==> src/rtl/bus_addr_demux_pkg.sv <==
// Shared types and defaults for the address-decoded request demux.
// Device ids carry one extra code above the last device that marks locally answered unmapped requests.
package bus_addr_demux_pkg;

    localparam int unsigned MAX_NUM_DEV = 8;
    localparam int unsigned DEV_ID_W    = $clog2(MAX_NUM_DEV + 1);
    typedef logic [DEV_ID_W-1:0] dev_id_t;

    localparam int unsigned DEF_NUM_DEV = 2;
    localparam dev_id_t     ERR_ID      = dev_id_t'(DEF_NUM_DEV);

    localparam logic [DEF_NUM_DEV-1:0][31:0] DEF_DEV_BASE = {32'h0001_0000, 32'h0000_0000};
    localparam logic [DEF_NUM_DEV-1:0][31:0] DEF_DEV_MASK = {32'hFFFF_0000, 32'hFFFF_0000};

    localparam int unsigned WDOG_W = 16;
    localparam int unsigned DROP_W = 4;

    // The error id always sits just above the highest device index.
    function automatic dev_id_t err_id(input int unsigned num_dev);
        return dev_id_t'(num_dev);
    endfunction

endpackage

==> src/rtl/bus_addr_demux_fifo.sv <==
// In-order FIFO of target ids for outstanding host transactions.
// Latency: push visible at head/tail the cycle after the push edge.
// Backpressure: none internally; the caller never pushes while full.
module bus_addr_demux_fifo
    import bus_addr_demux_pkg::*;
#(
    parameter int unsigned DEPTH = 2,
    parameter int unsigned CNT_W = $clog2(DEPTH + 1)
) (
    input  logic             clk_i,
    input  logic             rst_ni,
    input  logic             push,
    input  dev_id_t          push_id,
    input  logic             pop,
    output dev_id_t          head_id,
    output dev_id_t          tail_id,
    output logic [CNT_W-1:0] count
);

    localparam int unsigned      PTR_W = (DEPTH > 1) ? $clog2(DEPTH) : 1;
    localparam logic [PTR_W-1:0] LAST  = PTR_W'(DEPTH - 1);

    dev_id_t          mem [DEPTH];
    logic [PTR_W-1:0] rd_ptr;
    logic [PTR_W-1:0] wr_ptr;
    logic [PTR_W-1:0] tail_ptr;

    // Depth need not be a power of two, so pointers wrap explicitly.
    function automatic logic [PTR_W-1:0] ptr_inc(input logic [PTR_W-1:0] p);
        return (p == LAST) ? '0 : p + 1'b1;
    endfunction

    assign tail_ptr = (wr_ptr == '0) ? LAST : wr_ptr - 1'b1;
    assign head_id  = mem[rd_ptr];
    assign tail_id  = mem[tail_ptr];

    always_ff @(posedge clk_i or negedge rst_ni) begin
        if (!rst_ni) begin
            rd_ptr <= '0;
            wr_ptr <= '0;
            count  <= '0;
            for (int i = 0; i < int'(DEPTH); i++) begin
                mem[i] <= '0;
            end
        end else begin
            if (push) begin
                mem[wr_ptr] <= push_id;
                wr_ptr      <= ptr_inc(wr_ptr);
            end
            if (pop) begin
                rd_ptr <= ptr_inc(rd_ptr);
            end
            if (push && !pop) begin
                count <= count + 1'b1;
            end else if (pop && !push) begin
                count <= count - 1'b1;
            end
        end
    end

endmodule

==> src/rtl/bus_addr_demux.sv <==
// Address-decoded fan-out of one req/gnt/rvalid host port to NUM_DEV devices, with in-order response steering.
// Latency: request, grant and response paths are combinational; unmapped requests answer one cycle after grant.
// Backpressure: gnt_o held low while the tracker is full or a new target waits for older responses to drain.
// Optional: BUS_ADDR_DEMUX_TIMEOUT_EN adds a response watchdog with per-device late-response drop counters.
module bus_addr_demux
    import bus_addr_demux_pkg::*;
#(
    parameter int unsigned                          NUM_DEV         = 2,
    parameter int unsigned                          ADDR_WIDTH      = 32,
    parameter int unsigned                          DATA_WIDTH      = 32,
    parameter int unsigned                          MAX_OUTSTANDING = 2,
    parameter logic [NUM_DEV-1:0][ADDR_WIDTH-1:0]   DEV_BASE        = DEF_DEV_BASE,
    parameter logic [NUM_DEV-1:0][ADDR_WIDTH-1:0]   DEV_MASK        = DEF_DEV_MASK,
    parameter int unsigned                          TIMEOUT_CYCLES  = 1024
) (
    input  logic                                  clk_i,
    input  logic                                  rst_ni,
    input  logic                                  req_i,
    output logic                                  gnt_o,
    input  logic                                  we_i,
    input  logic [DATA_WIDTH/8-1:0]               be_i,
    input  logic [ADDR_WIDTH-1:0]                 addr_i,
    input  logic [DATA_WIDTH-1:0]                 wdata_i,
    output logic                                  rvalid_o,
    output logic [DATA_WIDTH-1:0]                 rdata_o,
    output logic                                  err_o,
    output logic [NUM_DEV-1:0]                    dev_req_o,
    input  logic [NUM_DEV-1:0]                    dev_gnt_i,
    output logic [ADDR_WIDTH-1:0]                 dev_addr_o,
    output logic                                  dev_we_o,
    output logic [DATA_WIDTH/8-1:0]               dev_be_o,
    output logic [DATA_WIDTH-1:0]                 dev_wdata_o,
    input  logic [NUM_DEV-1:0]                    dev_rvalid_i,
    input  logic [NUM_DEV-1:0][DATA_WIDTH-1:0]    dev_rdata_i,
    input  logic [NUM_DEV-1:0]                    dev_err_i,
    output logic [NUM_DEV-1:0]                    dev_sel_o
);

    localparam dev_id_t     ERR_TGT = err_id(NUM_DEV);
    localparam int unsigned CNT_W   = $clog2(MAX_OUTSTANDING + 1);

    dev_id_t            target;
    dev_id_t            head_id;
    dev_id_t            tail_id;
    logic [CNT_W-1:0]   count;
    logic [NUM_DEV-1:0] tgt_oh;
    logic [NUM_DEV-1:0] head_oh;
    logic [NUM_DEV-1:0] dev_rv;
    logic               nonempty;
    logic               head_is_err;
    logic               head_rv;
    logic               timeout;
    logic               issue;
    logic               push;
    logic               pop;

    // Lowest matching index wins, so scan from the top down and let later hits override.
    always_comb begin
        target  = ERR_TGT;
        tgt_oh  = '0;
        head_oh = '0;
        for (int i = int'(NUM_DEV) - 1; i >= 0; i--) begin
            if ((addr_i & DEV_MASK[i]) == DEV_BASE[i]) begin
                target = dev_id_t'(i);
            end
        end
        for (int i = 0; i < int'(NUM_DEV); i++) begin
            tgt_oh[i]  = (target == dev_id_t'(i));
            head_oh[i] = nonempty && (head_id == dev_id_t'(i));
        end
    end

    assign nonempty    = (count != '0);
    assign head_is_err = nonempty && (head_id == ERR_TGT);

    // Only one target may be in flight at a time, which keeps responses in order without tagging.
    assign issue     = rst_ni && req_i && (count < CNT_W'(MAX_OUTSTANDING))
                       && ((count == '0) || (target == tail_id));
    assign dev_req_o = issue ? tgt_oh : '0;
    assign gnt_o     = issue && ((target == ERR_TGT) || |(dev_gnt_i & tgt_oh));
    assign push      = gnt_o;

    assign dev_addr_o  = addr_i;
    assign dev_we_o    = we_i;
    assign dev_be_o    = be_i;
    assign dev_wdata_o = wdata_i;

`ifdef BUS_ADDR_DEMUX_TIMEOUT_EN
    logic [WDOG_W-1:0]  wdog;
    logic [DROP_W-1:0]  drop_cnt [NUM_DEV];
    logic [NUM_DEV-1:0] swallow;

    // A late response to a timed-out transaction is consumed here and never reaches the host.
    always_comb begin
        swallow = '0;
        for (int i = 0; i < int'(NUM_DEV); i++) begin
            swallow[i] = dev_rvalid_i[i] && (drop_cnt[i] != '0);
        end
    end

    assign dev_rv  = dev_rvalid_i & ~swallow;
    assign timeout = nonempty && !head_is_err && !(|(dev_rv & head_oh))
                     && (wdog == WDOG_W'(TIMEOUT_CYCLES - 1));

    always_ff @(posedge clk_i or negedge rst_ni) begin
        if (!rst_ni) begin
            wdog <= '0;
            for (int i = 0; i < int'(NUM_DEV); i++) begin
                drop_cnt[i] <= '0;
            end
        end else begin
            if (!nonempty || pop) begin
                wdog <= '0;
            end else begin
                wdog <= wdog + 1'b1;
            end
            for (int i = 0; i < int'(NUM_DEV); i++) begin
                case ({timeout && head_oh[i], swallow[i]})
                    2'b10:   drop_cnt[i] <= drop_cnt[i] + 1'b1;
                    2'b01:   drop_cnt[i] <= drop_cnt[i] - 1'b1;
                    default: drop_cnt[i] <= drop_cnt[i];
                endcase
            end
        end
    end
`else
    assign dev_rv  = dev_rvalid_i;
    assign timeout = 1'b0;
`endif

    assign head_rv   = |(dev_rv & head_oh);
    assign rvalid_o  = rst_ni && (head_is_err || head_rv || timeout);
    assign err_o     = rst_ni && (head_is_err || timeout || (head_rv && |(dev_err_i & head_oh)));
    assign dev_sel_o = rst_ni ? head_oh : '0;
    assign pop       = rvalid_o;

    always_comb begin
        rdata_o = '0;
        for (int i = 0; i < int'(NUM_DEV); i++) begin
            if (rst_ni && head_rv && head_oh[i]) begin
                rdata_o = dev_rdata_i[i];
            end
        end
    end

    bus_addr_demux_fifo #(
        .DEPTH (MAX_OUTSTANDING),
        .CNT_W (CNT_W)
    ) u_fifo (
        .clk_i   (clk_i),
        .rst_ni  (rst_ni),
        .push    (push),
        .push_id (target),
        .pop     (pop),
        .head_id (head_id),
        .tail_id (tail_id),
        .count   (count)
    );

`ifndef SYNTHESIS
    a_timeout_cfg : assert property (@(posedge clk_i) TIMEOUT_CYCLES > 1);

    a_host_hold : assert property (@(posedge clk_i) disable iff (!rst_ni)
        (req_i && !gnt_o) |=> (req_i && $stable({we_i, be_i, addr_i, wdata_i})));

    a_rvalid_owner : assert property (@(posedge clk_i) disable iff (!rst_ni)
        (nonempty && !head_is_err) |-> ((dev_rv & ~head_oh) == '0));
`endif

endmodule

==> config.mk <==
export PLATFORM = sky130hd
export DESIGN_NAME = bus_addr_demux
export DESIGN_NICKNAME = d
export VERILOG_FILES = /design/src/rtl/bus_addr_demux_pkg.sv /design/src/rtl/bus_addr_demux_fifo.sv /design/src/rtl/bus_addr_demux.sv
export SDC_FILE = /design/constraint.sdc
export NUM_CORES = 1
export LEC_CHECK = 0
export ABC_AREA = 1
export BUFFER_PORTS_ARGS = -buffer_cell sky130_fd_sc_hd__buf_2
export CAP_MARGIN = 20
export CORE_AREA = 3 3 95 97
export CTS_BUF_LIST = sky130_fd_sc_hd__clkbuf_8
export CTS_CLUSTER_DIAMETER = 100
export DETAILED_ROUTE_END_ITERATION = 16
export DIE_AREA = 0 0 98 100
export HOLD_SLACK_MARGIN = 0.02
export SLEW_MARGIN = 20
export SYNTH_ARGS = -nofsm -noshare
export SYNTH_HDL_FRONTEND = slang
export SYNTH_HIERARCHICAL = 1
export SYNTH_SLANG_ARGS = --single-unit
export TNS_END_PERCENT = 100
==> constraint.sdc <==
create_clock -name clk_i -period 3.5 [get_ports clk_i]
set_clock_uncertainty 0.05 [all_clocks]
set_input_delay 0.35 -clock clk_i [delete_from_list [all_inputs] [get_ports clk_i]]
set_output_delay 0.35 -clock clk_i [all_outputs]
set_load 0.005 [all_outputs]
# Word-level counts from Yosys, hierarchy flattened
# Cells that the tools add are included.
# word_totals
n_memories,0
romBits,0
wordCells,78
ff_bits,12
input_bits,142
ramBits,0
out_inout_bits,108
latch_bits,0
# classes
reduce_logical,31
n_mux,20
n_mul,0
n_eq_ne,6
addsub,5
bitwise_logic,6
shifts,0
div_mod_pow,0
magnitude_cmp,5
# op_table
operator,count
$mux 32,2
$logic_not 32->1,1
$mux 4,7
$eq 16x1->1 const B,1
$logic_and 1x1->1,16
$mux 2,6
$bwmux 8,1
$logic_not 4->1,2
$and 2x2->2,3
$ge 2x2->1 const B,3
$not 1->2,3
$reduce_or 2->1,3
$demux 4 s1,1
$eq 2x4->1,1
$eq 4x1->1 const B,1
$eq 4x2->1 const B,1
$logic_or 1x1->1,4
$reduce_bool 2->1,2
$mux 1,3
$add 1x1->1 const B,2
$add 2x1->2 const B,1
$eq 2x1->1 const B,1
$eq 2x2->1 const B,1
$logic_not 1->1,2
5 further kinds,5

# Depth between registers and ports, before layout
# Gate-level depths: netlist of run 1.
# logic_depth
depth_word,14
depth_mapped,17
mapped_depth_nobuf,17

# By module
# The synthesis of run 1 kept the hierarchy.
# modules_own_cells
mod,seq_area_each_um2,cells_per_inst,n_inst,area_per_inst_um2
bus_addr_demux,0.0,241,1,1463.9
bus_addr_demux_fifo,300.3,71,1,580.6

# Worst setup path after synthesis of run 1
# Ideal clock, no wire load.
# synth_path
path_type,reg2reg
start,register u_fifo.rd_ptr
end,register u_fifo.count[1]
required_ns,3.333
t_arrival_ns,2.048
setup_slack_ns,1.285
n_path_buf,2
period_less_slack_ns,2.215
stages_incl_launch_ff,16
setup_ns,0.117
path_cell_list,dfrtp_1 buf_2 nor2_1 a21oi_1 nor2_4 nand4_4 o22ai_4 buf_8 o21ai_1 inv_1 inv_1 ha_1 inv_1 nand3_1 nand2_1 nand2_1
# synth_between
elab_chain_len,13
word_cells_on_any_way,19
classes_between,2 x eq/ne; 4 x mux; 2 x bitwise; 11 x reduce/logical
# synth_lines
item,line_no,rtl
"start, declared",bus_addr_demux_fifo.sv:24,logic [PTR_W-1:0] rd_ptr;
"start signal, assigned",bus_addr_demux_fifo.sv:51,rd_ptr <= ptr_inc(rd_ptr);
$not 1->2 (implied by the code) (*),bus_addr_demux_fifo.sv:34,assign head_id = mem[rd_ptr];
$mux 4 (implied by the code) (*) (3 in a row),bus_addr_demux_fifo.sv:34,
via head_id[3],bus_addr_demux.sv:43,dev_id_t head_id;
$eq 4x1->1 or $logic_not 4->1 (tied branches),bus_addr_demux.sv:69,head_oh[i] = nonempty && (head_id == dev_id_t'(i));
$logic_and 1x1->1,bus_addr_demux.sv:69,
$and 2x2->2,bus_addr_demux.sv:131,assign head_rv = |(dev_rv & head_oh);
$reduce_or 2->1,bus_addr_demux.sv:131,
$logic_or 1x1->1 (*),bus_addr_demux.sv:132,assign rvalid_o = rst_ni && (head_is_err || head_rv || timeout);
$logic_and 1x1->1 (*),bus_addr_demux.sv:132,
via rvalid_o,bus_addr_demux.sv:24,"output logic rvalid_o,"
$logic_not 1->1,bus_addr_demux_fifo.sv:53,if (push && !pop) begin
$logic_and 1x1->1,bus_addr_demux_fifo.sv:53,
$mux 2 or $reduce_bool 2->1 (tied branches),--,
"end signal, assigned",bus_addr_demux_fifo.sv:54,count <= count + 1'b1;
"end signal, assigned",bus_addr_demux_fifo.sv:56,count <= count - 1'b1;
"end, declared",bus_addr_demux_fifo.sv:17,output logic [CNT_W-1:0] count
# The timed path passes the listed nets; every way through them passes the cells marked *. The select of a mux whose other input is x is not followed.
# A chain may end at the register's enable or synchronous reset.

# Worst setup path after layout of run 1
# layout_path
start,register u_fifo.rd_ptr
end,output port rdata_o[20]
# layout_between
elab_chain_len,12
word_cells_on_any_way,15
classes_between,1 x eq/ne; 5 x mux; 2 x bitwise; 7 x reduce/logical
# layout_lines
item,line_no,rtl
$not 1->2 (implied by the code) (*),bus_addr_demux_fifo.sv:34,
$mux 4 (implied by the code) (*) (3 in a row),bus_addr_demux_fifo.sv:34,
via head_id[3],bus_addr_demux.sv:43,
$eq 4x1->1 or $logic_not 4->1 (tied branches),bus_addr_demux.sv:69,
$logic_and 1x1->1,bus_addr_demux.sv:69,
$and 2x2->2,bus_addr_demux.sv:131,
$reduce_or 2->1,bus_addr_demux.sv:131,
$logic_and 1x1->1 (2 in a row),bus_addr_demux.sv:140,if (rst_ni && head_rv && head_oh[i]) begin
$mux 32,bus_addr_demux.sv:140,
$mux 32 (*),bus_addr_demux.sv:140,
"end, declared",bus_addr_demux.sv:25,"output logic [DATA_WIDTH-1:0] rdata_o,"
# Marked as above.

==> results.tsv, run 1 <==
metric	value	unit
First DRT Iteration DRCs	79	
maximum capacitance violations	0	
min-delay worst type	reg -> reg	
Initial Util	0.249	
share of layout cells above drive strength 1	0.445	
PortBufs	143	
Post-synth EDFFs	0	
core area	8220	µm²
setup TNS	0	ns
clock share of power	0.125	
Seq pwr share	0.276	
grt ovf	0	
Final Setup Violations	0	
sequential-to-total area share from yosys stat	0.147	
Most used DFF post-synth	dfrtp_1	
#FFs+latches synth	12	
Final period util	0.788	
most frequent cells in the layout	143 x buf_2, 63 x nand2_1, 58 x nand3_1, 28 x inv_1, 21 x nor2_1	
Final Critical Period	2.76	ns
Post-CTS Setup Bufs	0	
ranking of synthesized cells by area	buf_4 26%, dfrtp_1 15%, nand3_1 14%	
commonest non-fill, non-tap cell in the layout	buf_2	
Worst EP required	3.10	ns
worst slew pin tran	0.610	ns
WL/cell	13.4	µm
unique cell type count in the Yosys netlist	28	
Comb power frac	0.599	
Pre-antenna DRT Iters	4	
CP startpoint kind	flop	
crit path capture type	output port	
CP max FO	64	
Reg clk slew, reported paths	0.05	ns
static leakage	0.00138	µW
Total Routing Usage GR	0.121	
NumNets Final	525	
Detail Route Antenna Nets	0	
post-route cell area	2310	µm²
Mean Syn Cell Area	6.55	µm²
Clock Path Buffers	2	
area leader, netlist	buf_4	
vias per cell	4.31	
Cell Pwr Density	408	nW/µm²
Clk Latency, worst-skew pair	0.23	ns
largest net degree at the start of global routing	65	
area share of the largest cell type after synthesis	0.257	
Slew HR	0.593	
FFs w/ async S/R, synth	1.00	
Worst VDD drop	302	µV
H-tree Lvls	1	
Die H	100	µm
status	finished, final reports clean	
Netlist Area Pre-Place	2040	µm²
DIE WIDTH	98	µm
total net switching power	459	µW
drt drc	0	
Critical Path AT	2.36	ns
antenna diode count	0	
DR vias	2089	
Sink Count	12	
Die Area	9800	µm²
Total Power	944	µW
Sw Share	0.486	
cts hold-fix bufs	1	
final hold violation count	0	
first-pass GRT wire length	9650	µm
Cells after Synth	312	
RSZ-0062 raised after global routing	no	
I/O pin count	250	
synth warn	6	
Post-CTS Resized	0	
instance area at placement	2260	µm²
HPWL after DPL	5670	µm
initial antenna violation count	0	
GP Congestion	0.729	
routed wire length	6500	µm
fin. max-slew vios	0	
Hold Worst Slack	0.442	ns
Rows	33	
vias in the first global route	1927	
total CTS buffers	3	
highest clock rate	363	MHz
CTS tree	done	
kind of critical path	reg -> out	
P&R area growth vs syn	13.1	%
Int Power	485	µW
Root Buffer	clkbuf_8	
-- registers in the layout (all words and copies together) (netlist names) --
signal         flops
u_fifo/count       2
u_fifo/mem         8
u_fifo/wr_ptr      1
u_fifo/rd_ptr      1
-- worst max-delay path, cell delays in order (launching register included) --
cell and delay [ns]:
dfrtp_1 0.47, nor2_1 0.14, a21oi_1 0.07, nor2_4 0.19, nand4_4 0.14, o22ai_4 0.17
buf_4 0.52, nand3_1 0.19, nand2_1 0.11, buf_2 0.11
-- power groups by stage --
stage                     registers (µW)  logic, µW  clock network, µW
final                                260        565                118
after global routing                 271        640                133
after CTS                            260        572                126
after detailed placement             262        569                  0
after global placement               259        552                  0
after floorplan                      237        567                  0
-- metrics by stage --
step                 util  worst slack, ns  cells
floorplan               -             1.29    313
global placement    0.275            0.981    481
detailed placement  0.275            0.921    481
CTS                 0.281            0.737    485
global route        0.281            0.498    485
finish              0.281            0.742    485
-- layer usage --
metal  share of wire  GRT usage  vias up
li1                -          -     1062
met1            0.32      0.121      895
met2            0.46      0.190      116
met3            0.20      0.108       16
met4           0.015     0.0256        0
met5               0          0        -
-- final timing paths --
check | from | slack, ns | cells past startpoint | to
worst max-delay path | u_fifo/rd_ptr$_DFFE_PN0P_ | 0.74 | 9 | rdata_o[20]
worst min-delay path | u_fifo/mem[5]$_DFFE_PN0P_ | 0.44 | 2 | u_fifo/mem[5]$_DFFE_PN0P_
worst max register to register | u_fifo/wr_ptr$_DFFE_PN0P_ | 1.02 | 13 | u_fifo/count[1]$_DFFE_PN0P_
worst min register to register | u_fifo/mem[5]$_DFFE_PN0P_ | 0.44 | 2 | u_fifo/mem[5]$_DFFE_PN0P_
max in group asynchronous | rst_ni | 2.66 | 2 | u_fifo/count[0]$_DFFE_PN0P_
min in group asynchronous | rst_ni | 0.50 | 2 | u_fifo/rd_ptr$_DFFE_PN0P_
-- logic make-up after synthesis --
kind of cell    synth area share
flops                      0.147
fa+ha+maj                0.00612
buf+inv                    0.375
compound gates            0.0612
xor+xnor                  0.0129
other cells              0.00183
simple gates               0.397
-- final cells by class --
class | instances | area [µm²]
clock buffer | 3 | 41.3
fill | 946 | 5900
inverter | 29 | 109
multi-input combinational | 189 | 982
sequential | 12 | 300
tap | 105 | 131
timing repair buffer | 147 | 748
-- cell usage after synthesis, types with 2 or more instances --
cell type	instances
buf_4	70
nand2_1	63
nand3_1	58
inv_1	28
nor2_1	21
o21ai_1	15
dfrtp_1	12
nand3_2	10
buf_2	7
buf_8	3
a21oi_1	2
buf_12	2
nand4_1	2
nand4_4	2
nor2_2	2
o22ai_1	2
xor2_1	2
No activity file was read; power rests on OpenSTA's default activity.
==> run 2, diff against run 1 <==
--- a/config.mk
+++ b/config.mk
@@ -14,6 +14,7 @@
 export DETAILED_ROUTE_END_ITERATION = 16
 export DIE_AREA = 0 0 98 100
 export HOLD_SLACK_MARGIN = 0.02
+export PLACE_DENSITY = 0.66
 export SLEW_MARGIN = 20
 export SYNTH_ARGS = -nofsm -noshare
 export SYNTH_HDL_FRONTEND = slang
==> constraint.sdc (replaced) <==
create_clock -name clk_i -period 2.22 [get_ports clk_i]
set_clock_uncertainty 0.05 [all_clocks]
set_input_delay 0.222 -clock clk_i [delete_from_list [all_inputs] [get_ports clk_i]]
set_output_delay 0.222 -clock clk_i [all_outputs]
set_load 0.005 [all_outputs]
==> run 2 against run 1 <==
Worst setup slack got worse by 0.84 ns. Clock-buffer cell count is the same. Utilization is 4.5 points higher. The run now ends with setup timing left. Sequential share of layout area decreased by 1.7 points. Highest routed layer unchanged. Power increased by 110%. Via count is 8.3% higher. Largest cell class unchanged.
==> results.tsv, run 2 (synthesis results as in run 1) <==
metric	value	unit
Pre-antenna DRT Iters	4	
Root Buffer	clkbuf_8	
I/O pin count	250	
max FFs per register	8	
crit-path cells	buf_6, a21oi_2, nor2_4, nand4_4, o22ai_4, buf_6, buf_6, buf_16, nand3_1, nand2_1, buf_2	
WL/cell	16.3	µm
Int Power	1090	µW
total CTS buffers	3	
Final Critical Period	2.31	ns
crit path capture type	output port	
vias in the first global route	2104	
final worst-path setup slack	-0.0940	ns
Comb power frac	0.705	
core area	8220	µm²
Crit-path slowest cell	dfrtp_2	
status	finished, violations left	
kind of critical path	reg -> out	
first-pass GRT wire length	11600	µm
Worst VDD drop	672	µV
Biggest register	u_fifo/mem	
Clock Path Buffers	2	
DR vias	2262	
HPWL after DPL	6280	µm
grt ovf	0	
P&R area growth vs syn	31.1	%
min-delay worst type	in -> out	
Final Setup Violations	33	
maximum capacitance violations	0	
Sink Count	12	
most frequent CP cell	buf_6	
Initial Util	0.249	
Fill cells	899	
vias per cell	4.50	
slowest stage delay, CP	0.43	ns
H-tree Lvls	1	
CTS tree	done	
NumNets Final	543	
Worst EP required	1.95	ns
Rows	33	
DIE WIDTH	98	µm
Seq pwr share	0.201	
dpl cells	486	
initial antenna violation count	0	
Reg clk slew, reported paths	0.05	ns
r2r endpoint	u_fifo/count[1]$_DFFE_PN0P_	
share of layout cells above drive strength 1	0.510	
clock share of power	0.094	
routed wire length	8170	µm
drt drc	0	
Clk Latency, worst-skew pair	0.23	ns
Final period util	1.04	
worst reg2reg path startpoint	u_fifo/rd_ptr$_DFFE_PN0P_	
R2R Setup Slk	-0.02	ns
First DRT Iteration DRCs	65	
largest net degree at the start of global routing	34	
most frequent cells in the layout	142 x buf_2, 62 x nand2_1, 53 x nand3_1, 27 x inv_1, 18 x nor2_1	
CP startpoint kind	flop	
Critical Path AT	2.04	ns
commonest non-fill, non-tap cell in the layout	buf_2	
CP startpoint	u_fifo/rd_ptr$_DFFE_PN0P_	
setup TNS	-1.68	ns
failing checks	setup timing	
Detail Route Antenna Nets	0	
biggest regs	u_fifo/mem x8, u_fifo/count x2	
Hold Worst Slack	0.394	ns
Final Non-Filler Cells	503	
total net switching power	907	µW
static leakage	0.00152	µW
PortBufs	143	
pre-CTS WS	0.0236	ns
Total Routing Usage GR	0.149	
Total Power	1990	µW
fin. max-slew vios	0	
Critical Path Sink	rdata_o[20]	
CP max FO	8	
Sw Share	0.455	
Die H	100	µm
RSZ-0062 raised after global routing	yes	
antenna diode count	0	
highest clock rate	432	MHz
GP Congestion	0.769	
R2R depth	14	
Cell Pwr Density	744	nW/µm²
Die Area	9800	µm²
final hold violation count	0	
-- run 2: what timing repair did --
action | 4_1_cts | 5_1_grt
endpoints found under the setup margin | 32 | 37
cloned | 4 | 2
hold buffers | 1 | 0
setup buffers | 7 | 0
resized for setup | 14 | 15
endpoints found under the hold margin | 12 | 0
pin swaps | 4 | 10
-- run 2: stage by stage --
step | instance area [µm²] | utilization
after floorplan | 2050 | -
after global placement | 2340 | 0.284
after detailed placement | 2340 | 0.284
after CTS | 2570 | 0.313
after global routing | 2680 | 0.326
final | 2680 | 0.326
-- run 2: routing by layer --
metal | track usage | vias to the layer above | wire length (µm)
met5 | 0 | - | 0
met4 | 0.0447 | 0 | 214
met3 | 0.106 | 25 | 1430
met2 | 0.234 | 122 | 3700
met1 | 0.159 | 1009 | 2830
li1 | - | 1106 | -
-- run 2: layout make-up --
class / count / area [µm²] / share of cell area
Sequential cell: 12 / 302 / 0.113
Multi-Input combinational cell: 189 / 1050 / 0.393
Tap cell: 105 / 131 / 0.0490
Timing Repair Buffer: 165 / 1040 / 0.389
Inverter: 29 / 109 / 0.0406
Clock buffer: 3 / 41.3 / 0.0154
-- run 2: how the worst min path moves through the flow --
stage                     slack (ns)  cells after the start                     endpoint         from
final                           0.39                      0               dev_addr_o[11]   addr_i[11]
after global routing            0.39                      0              dev_wdata_o[19]  wdata_i[19]
after CTS                       0.39                      0                  dev_be_o[0]      be_i[0]
after detailed placement        0.20                      2    u_fifo/mem[6]$_DFFE_PN0P_       rst_ni
after global placement          0.20                      2    u_fifo/mem[6]$_DFFE_PN0P_       rst_ni
after floorplan                -0.12                      0  u_fifo/count[0]$_DFFE_PN0P_       rst_ni
-- run 2: power groups by stage --
stage / Combinational (µW) / Clock (µW) / Sequential, µW
2_1_floorplan: 894 / 0 / 374
3_3_place_gp: 966 / 0 / 394
3_5_place_dp: 1000 / 0 / 398
4_1_cts: 1320 / 197 / 397
5_1_grt: 1540 / 207 / 415
6_report: 1410 / 188 / 401
-- run 2: worst max-delay path: cells and delay by family (launching register included) --
| family | cells | cell delay, ns |
|---|---|---|
| buf+inv | 5 | 0.65 |
| flops | 1 | 0.43 |
| compound gates | 2 | 0.28 |
| simple gates | 4 | 0.43 |
==> run 3, diff against run 2 <==
--- a/config.mk
+++ b/config.mk
@@ -11,9 +11,11 @@
 export CORE_AREA = 3 3 95 97
 export CTS_BUF_LIST = sky130_fd_sc_hd__clkbuf_8
 export CTS_CLUSTER_DIAMETER = 100
+export CTS_CLUSTER_SIZE = 40
 export DETAILED_ROUTE_END_ITERATION = 16
 export DIE_AREA = 0 0 98 100
 export HOLD_SLACK_MARGIN = 0.02
+export MAX_ROUTING_LAYER = met4
 export PLACE_DENSITY = 0.66
 export SLEW_MARGIN = 20
 export SYNTH_ARGS = -nofsm -noshare
==> run 3 against run 2 <==
The run still ends with setup timing left. Critical path depth did not move. Die area is the same. Sequential power barely moved. Final cell count stayed put. Clock power hardly changed. Sequential share of layout area unchanged. Combinational power is essentially flat. Power about the same. Maximum frequency barely moved. Via count rose by 0.49%. First-iteration DRC count is 7.7% lower. Clock-buffer cell count stayed put.
==> results.tsv, run 3 (synthesis results as in run 1) <==
metric	value	unit
Clk Latency, worst-skew pair	0.23	ns
footprint of the multi-input gates	1050	µm²
most frequent cells in the layout	142 x buf_2, 62 x nand2_1, 53 x nand3_1, 27 x inv_1, 18 x nor2_1	
hold_sp	addr_i[11]	
Biggest register	u_fifo/mem	
most frequent CP cell	buf_6	
core area	8220	µm²
r2r endpoint	u_fifo/count[1]$_DFFE_PN0P_	
routed wire length	8180	µm
Die Area	9800	µm²
setup TNS	-1.69	ns
worst reg2reg path startpoint	u_fifo/rd_ptr$_DFFE_PN0P_	
Die H	100	µm
post-layout util	0.326	
Pre-antenna DRT Iters	4	
post-route cell area	2680	µm²
NumNets Final	543	
drt drc	0	
highest clock rate	432	MHz
GP Congestion	0.779	
DR vias	2273	
Crit-path slowest cell	dfrtp_2	
commonest non-fill, non-tap cell in the layout	buf_2	
CTS tree	done	
Worst VDD drop	672	µV
Final Setup Violations	33	
max FFs per register	8	
Reg clk slew, reported paths	0.05	ns
Seq pwr share	0.201	
initial antenna violation count	0	
vias in the first global route	2102	
status	finished, violations left	
Detail Route Antenna Nets	0	
crit path capture type	output port	
largest net degree at the start of global routing	34	
R2R depth	14	
metal3 WL	1420	µm
Worst EP required	1.95	ns
biggest regs	u_fifo/mem x8, u_fifo/count x2	
static leakage	0.00152	µW
DR top layer	met4	
Int Power	1090	µW
fin. max-slew vios	0	
grt ovf	0	
min-delay worst type	in -> out	
H-tree Lvls	1	
sequential cell area	302	µm²
Final period util	1.04	
WL met2	3710	µm
Rows	33	
total net switching power	908	µW
Fill cells	899	
instance area at placement	2340	µm²
Final Critical Period	2.31	ns
R2R Setup Slk	-0.02	ns
HPWL after DPL	6280	µm
Comb power frac	0.705	
maximum capacitance violations	0	
P&R area growth vs syn	31.1	%
DIE WIDTH	98	µm
vias per cell	4.52	
RSZ-0062 raised after global routing	yes	
Cell Pwr Density	745	nW/µm²
clock share of power	0.095	
first-pass GRT wire length	11600	µm
Sw Share	0.455	
Critical Path AT	2.04	ns
failing checks	setup timing	
final worst-path setup slack	-0.0941	ns
kind of critical path	reg -> out	
hold depth	0	
Sink Count	12	
CP max FO	8	
PortBufs	143	
Initial Util	0.249	
Hold Worst Slack	0.394	ns
Total Routing Usage GR	0.153	
final hold violation count	0	
I/O pin count	250	
First DRT Iteration DRCs	60	
Root Buffer	clkbuf_8	
antenna diode count	0	
total CTS buffers	3	
CP startpoint kind	flop	
crit-path cells	buf_6, a21oi_2, nor2_4, nand4_4, o22ai_4, buf_6, buf_6, buf_16, nand3_1, nand2_1, buf_2	
M1 WL	2840	µm
WL/cell	16.3	µm
Clock Path Buffers	2	
WHS Endpoint	dev_addr_o[11]	
slowest stage delay, CP	0.43	ns
share of layout cells above drive strength 1	0.510	
-- run 3: cell counts in the layout (fill, tap and decap cells not counted) --
No cell type changed its count.
-- run 3: cell type report --
| class | instances | share of cell area |
|---|---|---|
| Clock buffer | 3 | 0.0154 |
| Tap cell | 105 | 0.0490 |
| Multi-Input combinational cell | 189 | 0.393 |
| Inverter | 29 | 0.0406 |
| Timing Repair Buffer | 165 | 0.389 |
| Sequential cell | 12 | 0.113 |
-- run 3: what timing repair did --
| action | CTS | global route |
|---|---|---|
| setup buffers | 7 | 0 |
| resized for setup | 14 | 15 |
| hold buffers | 1 | 0 |
| cloned | 4 | 2 |
| hold endpoints to repair | 12 | 0 |
| endpoints found under the setup margin | 32 | 37 |
| pin swaps | 4 | 10 |
-- run 3: how the worst max path moves through the flow --
stage                                    startpoint                          end  cells past startpoint
after global routing      u_fifo/rd_ptr$_DFFE_PN0P_                  rdata_o[14]                     11
after floorplan           u_fifo/rd_ptr$_DFFE_PN0P_  u_fifo/count[1]$_DFFE_PN0P_                     15
after CTS                 u_fifo/rd_ptr$_DFFE_PN0P_                     rvalid_o                     10
final                     u_fifo/rd_ptr$_DFFE_PN0P_                  rdata_o[20]                     11
after global placement                   addr_i[23]  u_fifo/count[1]$_DFFE_PN0P_                     15
after detailed placement                 addr_i[19]  u_fifo/count[1]$_DFFE_PN0P_                     15
-- run 3: worst max-delay path, delay by kind of cell, from the launching register on --
family,cells,cell delay (ns)
flip-flops,1,0.43
AO/OA/AOI/OAI,2,0.28
buffers and inverters,5,0.65
AND/OR/NAND/NOR,4,0.43
-- run 3: per-stage QoR --
step	setup WS (ns)	total power (µW)	cells
3_3_place_gp	0.0424	1360	486
2_1_floorplan	0.00518	1270	313
6_report	-0.0941	2000	503
4_1_cts	-0.104	1910	501
5_1_grt	-0.201	2160	503
3_5_place_dp	0.0236	1400	486
-- run 3: per-layer routing --
| metal | global-route usage | vias up |
|---|---|---|
| li1 | - | 1106 |
| met1 | 0.161 | 1021 |
| met2 | 0.234 | 121 |
| met3 | 0.106 | 25 |
| met4 | 0.0447 | 0 |
| met5 | - | - |
-- run 3: power groups by stage --
stage | clock network (µW) | logic (µW) | registers [µW]
global placement | 0 | 966 | 394
CTS | 197 | 1320 | 397
finish | 189 | 1410 | 400
floorplan | 0 | 894 | 374
global route | 207 | 1540 | 415
detailed placement | 0 | 1000 | 398
